## src/rtl/color_ctrl_pkg.sv

```systemverilog
// Shared types and widths for the color-slot editing path.
package color_ctrl_pkg;

    localparam int COLOR_W           = 24;
    localparam int NIBBLE_W          = 4;
    localparam int NIBBLES_PER_COLOR = 6;

    typedef enum logic [2:0] {
        IDLE,
        START,
        COLLECT,
        WAIT_DONE,
        COMMIT
    } state_e;

endpackage

```

## src/rtl/inactivity_timer.sv

```systemverilog
// Saturating up-counter; expired_o holds once the count reaches limit_i.
module inactivity_timer #(
    parameter int W = 20
) (
    input  logic         clk_i,
    input  logic         rst_i,
    input  logic         clear_i,
    input  logic         enable_i,
    input  logic [W-1:0] limit_i,
    output logic         expired_o
);

    logic [W-1:0] cnt_q;
    logic [W-1:0] cnt_d;

    always_comb begin
        cnt_d = cnt_q;
        if (clear_i) begin
            cnt_d = '0;
        end else if (enable_i && (cnt_q != '1)) begin
            cnt_d = cnt_q + 1'b1;
        end
    end

    always_ff @(posedge clk_i or posedge rst_i) begin
        if (rst_i) begin
            cnt_q <= '0;
        end else begin
            cnt_q <= cnt_d;
        end
    end

    assign expired_o = (cnt_q >= limit_i);

endmodule

```

## src/rtl/color_slot_sequencer.sv

```systemverilog
// Drives one color_changer session per edit request and commits the
// assembled color into the selected slot of a flat slot register.
module color_slot_sequencer
    import color_ctrl_pkg::*;
#(
    parameter int                  NUM_SLOTS      = 4,
    parameter int                  SLOT_W         = 2,
    parameter int                  TIMER_W        = 20,
    parameter logic [TIMER_W-1:0]  TIMEOUT_CYCLES = 20'd1000000,
    parameter int                  DONE_WAIT      = 8,
    parameter logic [23:0]         DEFAULT_COLOR  = 24'hFFFFFF
) (
    input  logic                         clk,
    input  logic                         reset,
    input  logic                         edit_req,
    input  logic [SLOT_W-1:0]            slot_sel,
    input  logic                         key_valid,
    input  logic [3:0]                   key_value,
    input  logic                         cancel,
    output logic                         cc_switch,
    output logic                         cc_ready,
    output logic [3:0]                   cc_value,
    input  logic [23:0]                  cc_final_color,
    input  logic                         cc_done,
    output logic                         busy,
    output logic [SLOT_W-1:0]            active_slot,
    output logic [NUM_SLOTS*24-1:0]      slot_colors,
    output logic                         commit_pulse,
    output logic                         timeout_err
);

    state_e                         state_q, state_d;
    logic [2:0]                     nib_cnt_q, nib_cnt_d;
    logic [SLOT_W-1:0]              active_slot_q, active_slot_d;
    logic                           cc_ready_q, cc_ready_d;
    logic [NIBBLE_W-1:0]            cc_value_q, cc_value_d;
    logic [COLOR_W-1:0]             color_q, color_d;
    logic [NUM_SLOTS*COLOR_W-1:0]   slots_q, slots_d;

    logic                           tmr_clear;
    logic                           tmr_en;
    logic                           tmr_expired;
    logic [TIMER_W-1:0]             tmr_limit;

    inactivity_timer #(
        .W (TIMER_W)
    ) u_timer (
        .clk_i     (clk),
        .rst_i     (reset),
        .clear_i   (tmr_clear),
        .enable_i  (tmr_en),
        .limit_i   (tmr_limit),
        .expired_o (tmr_expired)
    );

    always_comb begin
        state_d       = state_q;
        nib_cnt_d     = nib_cnt_q;
        active_slot_d = active_slot_q;
        cc_ready_d    = 1'b0;
        cc_value_d    = cc_value_q;
        color_d       = color_q;
        slots_d       = slots_q;
        tmr_clear     = 1'b0;
        tmr_en        = 1'b0;
        tmr_limit     = TIMEOUT_CYCLES;
        cc_switch     = 1'b0;
        commit_pulse  = 1'b0;
        timeout_err   = 1'b0;

        case (state_q)
            IDLE: begin
                if (edit_req && (int'(slot_sel) < NUM_SLOTS)) begin
                    active_slot_d = slot_sel;
                    state_d       = START;
                end
            end
            START: begin
                cc_switch = 1'b1;
                tmr_clear = 1'b1;
                nib_cnt_d = '0;
                state_d   = cancel ? IDLE : COLLECT;
            end
            COLLECT: begin
                tmr_en = 1'b1;
                // Priority: cancel, then a fresh key, then inactivity.
                if (cancel) begin
                    state_d = IDLE;
                end else if (key_valid && (nib_cnt_q < 3'(NIBBLES_PER_COLOR))) begin
                    cc_ready_d = 1'b1;
                    cc_value_d = key_value;
                    nib_cnt_d  = nib_cnt_q + 3'd1;
                    tmr_clear  = 1'b1;
                    if (nib_cnt_q == 3'(NIBBLES_PER_COLOR - 1)) begin
                        state_d = WAIT_DONE;
                    end
                end else if (tmr_expired) begin
                    timeout_err = 1'b1;
                    state_d     = IDLE;
                end
            end
            WAIT_DONE: begin
                tmr_en    = 1'b1;
                tmr_limit = TIMER_W'(DONE_WAIT);
                if (cancel) begin
                    state_d = IDLE;
                end else if (cc_done) begin
                    color_d = cc_final_color;
                    state_d = COMMIT;
                end else if (tmr_expired) begin
                    timeout_err = 1'b1;
                    state_d     = IDLE;
                end
            end
            COMMIT: begin
                commit_pulse = 1'b1;
                slots_d[active_slot_q*COLOR_W +: COLOR_W] = color_q;
                state_d = IDLE;
            end
            default: state_d = IDLE;
        endcase
    end

    always_ff @(posedge clk or posedge reset) begin
        if (reset) begin
            state_q       <= IDLE;
            nib_cnt_q     <= '0;
            active_slot_q <= '0;
            cc_ready_q    <= 1'b0;
            cc_value_q    <= '0;
            color_q       <= '0;
            slots_q       <= {NUM_SLOTS{DEFAULT_COLOR}};
        end else begin
            state_q       <= state_d;
            nib_cnt_q     <= nib_cnt_d;
            active_slot_q <= active_slot_d;
            cc_ready_q    <= cc_ready_d;
            cc_value_q    <= cc_value_d;
            color_q       <= color_d;
            slots_q       <= slots_d;
        end
    end

    assign busy        = (state_q != IDLE);
    assign active_slot = active_slot_q;
    assign cc_ready    = cc_ready_q;
    assign cc_value    = cc_value_q;
    assign slot_colors = slots_q;

endmodule
```

## config.mk

```make
export PLATFORM = sky130hd
export DESIGN_NAME = color_slot_sequencer
export DESIGN_NICKNAME = d
export VERILOG_FILES = /design/src/rtl/color_ctrl_pkg.sv /design/src/rtl/inactivity_timer.sv /design/src/rtl/color_slot_sequencer.sv
export SDC_FILE = /design/constraint.sdc
export NUM_CORES = 1
export LEC_CHECK = 0
export ABC_CLOCK_PERIOD_IN_PS = 9050
export CORE_MARGIN = 2
export CORE_UTILIZATION = 35
export CTS_CLUSTER_SIZE = 20
export DETAILED_ROUTE_END_ITERATION = 12
export SYNTH_ARGS = -nofsm -noshare
export SYNTH_HDL_FRONTEND = slang
export SYNTH_SLANG_ARGS = --single-unit
```

## constraint.sdc

```tcl
create_clock -name clk -period 9.05 [get_ports clk]
set_input_delay 1.81 -clock clk [delete_from_list [all_inputs] [get_ports clk]]
set_output_delay 1.81 -clock clk [all_outputs]
set_load 0.01 [all_outputs]
```

==> results.toml <==
[status]
outcome = "complete, no violations"

[sta]
fmax_mhz = 193
slew_headroom_pct = 20.0
finalHoldViolCount = 0
layout_min_cycle_time_ps = 5180
worst_clock_skew_ps = 10.8
worst_pin_slew_ps = 1190
fin_setup_tns_ps = 0
slew_viol_final = 0
rsz0062_at_grt = "no"
fin_crit_sh_pct = 57.3
setup_violations = 0

[detailed_routing]
wl_microns = 20000
vias = 5752
dr.pass1.iters = 5
vias_per_cell = 5.13
drc = 0
antenna_left = 0
wl_per_cell_microns = 17.8
drt_iter0_markers = 376

[place]
dp.cells = 1090
port_buffers = 142
dpl.hpwl_microns = 14200
place_congestion = 0.851

[cells_and_area]
nets = 884
drive_above_1_share_pct = 21.1
syn2layout_area_growth_pct = 30.4
fill_cells = 1983
layout.cells.non_filler = 1122
finish.utilization_pct = 46.6
diodes = 0

[worst_setup_path]
cp_max_fo = 6
worstRegToRegCells = 6
required_ps = 7240
rrSetupSlack_ps = 5620
critical_path_class = "in -> out"
arrival_ps = 3370
cp-end-kind = "output pin"
reg2reg_to = "slot_colors[30]"
critPathLaunchType = "input port"
r2r_start = "active_slot[1]"

[die]
design.core.area_sq_um = 20300
ios = 143
rows = 52
die_w_microns = 148
die_area_sq_um = 21900
dieHeight_microns = 148
initial_core_util_pct = 35.8

[synthesis]
synth-seq-area-share_pct = 54.4
syn_area_sq_um = 7260
synth_common_cells = "129 x nand2_1, 96 x dfstp_2, 91 x o21ai_0"
yosysWarnings = 0
synth_top_cell_by_area = "dfstp_2"
synth_seq_cells = 153
synthMostInstantiatedCell = "nand2_1"
synth_edf_count = 0
postSynthAreaPerCell_sq_um = 10.2
synth.top_cells.by_area = "dfstp_2 35%, dfrtp_1 20%, nand2_1 6.7%"
synth_fp_nets = 760
synth_cell_type_count = 56
yosys.area.top_type_share_pct = 34.7
syn_inst = 715
async_reset_ff_share_pct = 100
ys.flop_type = "dfstp_2"

[global_routing]
grt_usage_pct = 18.5
grt_pass1_wl_microns = 31500
gr-total-overflow = 0
grt.met3_usage_pct = 4.97
top_usage_layer = "met2"
met2_usage_pct = 27.1
use_met1_pct = 26.7
grt_pass1_vias = 5436
grt_max_degree = 81
antenna_found_initial = 0

[cts]
worstSkewPairLatency_ps = 420
cts_resized = 0
htreeDepth = 4
cts_root_buf = "clkbuf_16"
numClockSinks = 153
hold_buffers = 0
cts_tree = "yes"
clock_path_buffers = 2
cts.reportedPaths.clkPinSlew_ps = 50
cts_buffers = 17
cts_setup_buffers = 0

[min_path]
hp-class = "reg -> reg"
holdPathEnd = "slot_colors[35]"
min_from = "slot_colors[35]"
hold_path_depth = 2

[power]
p_leak_nw = 3.58
peakVddDrop_mv = 0.176
pwr_density_cell_nw_per_um2 = 272
finalPower_w = 0.00257

[job]
maxCapViolations = 0
state kept, by name (all words and copies together) (netlist names):
register,cells
nib_cnt_q,3
state_q,3
cc_ready,1
active_slot,2
u_timer.cnt_q,20
cc_value,4
slot_colors,96
color_q,24
worst max-delay path, cell delays in order:
cell	delay, ps
clkdlybuf4s50_1	520
a21oi_1	220
nand2_1	70
nor2_1	100
o21a_1	120
clkdlybuf4s50_1	530
metrics by stage:
step	hold slack, ps	setup WS [ps]	instance area (sq um)
after CTS	480	3850	9460
after floorplan	479	3280	7260
after global routing	493	3760	9460
final	476	3870	9460
after detailed placement	464	3850	8870
after global placement	465	3890	8870
per-layer routing:
layer  wire length, microns  up-vias
met1                   9460     2803
met5                      0        -
li1                       -     2756
met2                   8780      177
met4                    271        0
met3                   1470       16
cell usage in the layout (no fill, tap or decap), types with 16 or more instances in the layout:
cell type	instances
a22o_1	17
clkbuf_16	18
a22oi_1	16
dfrtp_1	57
a21oi_1	20
mux2i_1	19
o21ai_0	91
nand2_1	129
clkdlybuf4s50_1	142
nor2_1	53
mux2_2	24
dfstp_2	96
worst max path at each step:
stage               slack [ps]             end  cells past startpoint    from
floorplan                 3280  active_slot[0]                      1   reset
global route              3760     timeout_err                      6  cancel
detailed placement        3850     timeout_err                      6  cancel
finish                    3870     timeout_err                      6  cancel
CTS                       3850     timeout_err                      6  cancel
global placement          3890     timeout_err                      6  cancel
area by class of cell:
type | count | area [sq um] | area share [%]
clock buffers | 26 | 531 | 5.61
clock inverters | 6 | 61.3 | 0.648
inverters | 11 | 46.3 | 0.489
multi-input cells | 508 | 3070 | 32.5
flip-flops and latches | 153 | 3950 | 41.7
well taps | 270 | 338 | 3.57
repair buffers | 148 | 1470 | 15.5
power by group:
group	total (W)	leakage [nW]	internal (W)	switching (W)
sequential	0.000970	1.73	0.000819	0.000151
clock	0.000702	0.291	0.000431	0.000271
combinational	0.000901	1.56	0.000363	0.000538
kinds of logic (layout without fill, tap and decap cells):
kind of cell | Yosys count | after routing | synth area share, %
flops | 153 | 153 | 54.4
mux | 43 | 43 | 6.34
buf+inv | 54 | 191 | 3.40
fa+ha+maj | 9 | 9 | 1.55
xor+xnor | 16 | 16 | 1.93
simple gates | 263 | 263 | 17.3
compound gates | 177 | 177 | 15.1
No activity file was read; power rests on OpenSTA's default activity.
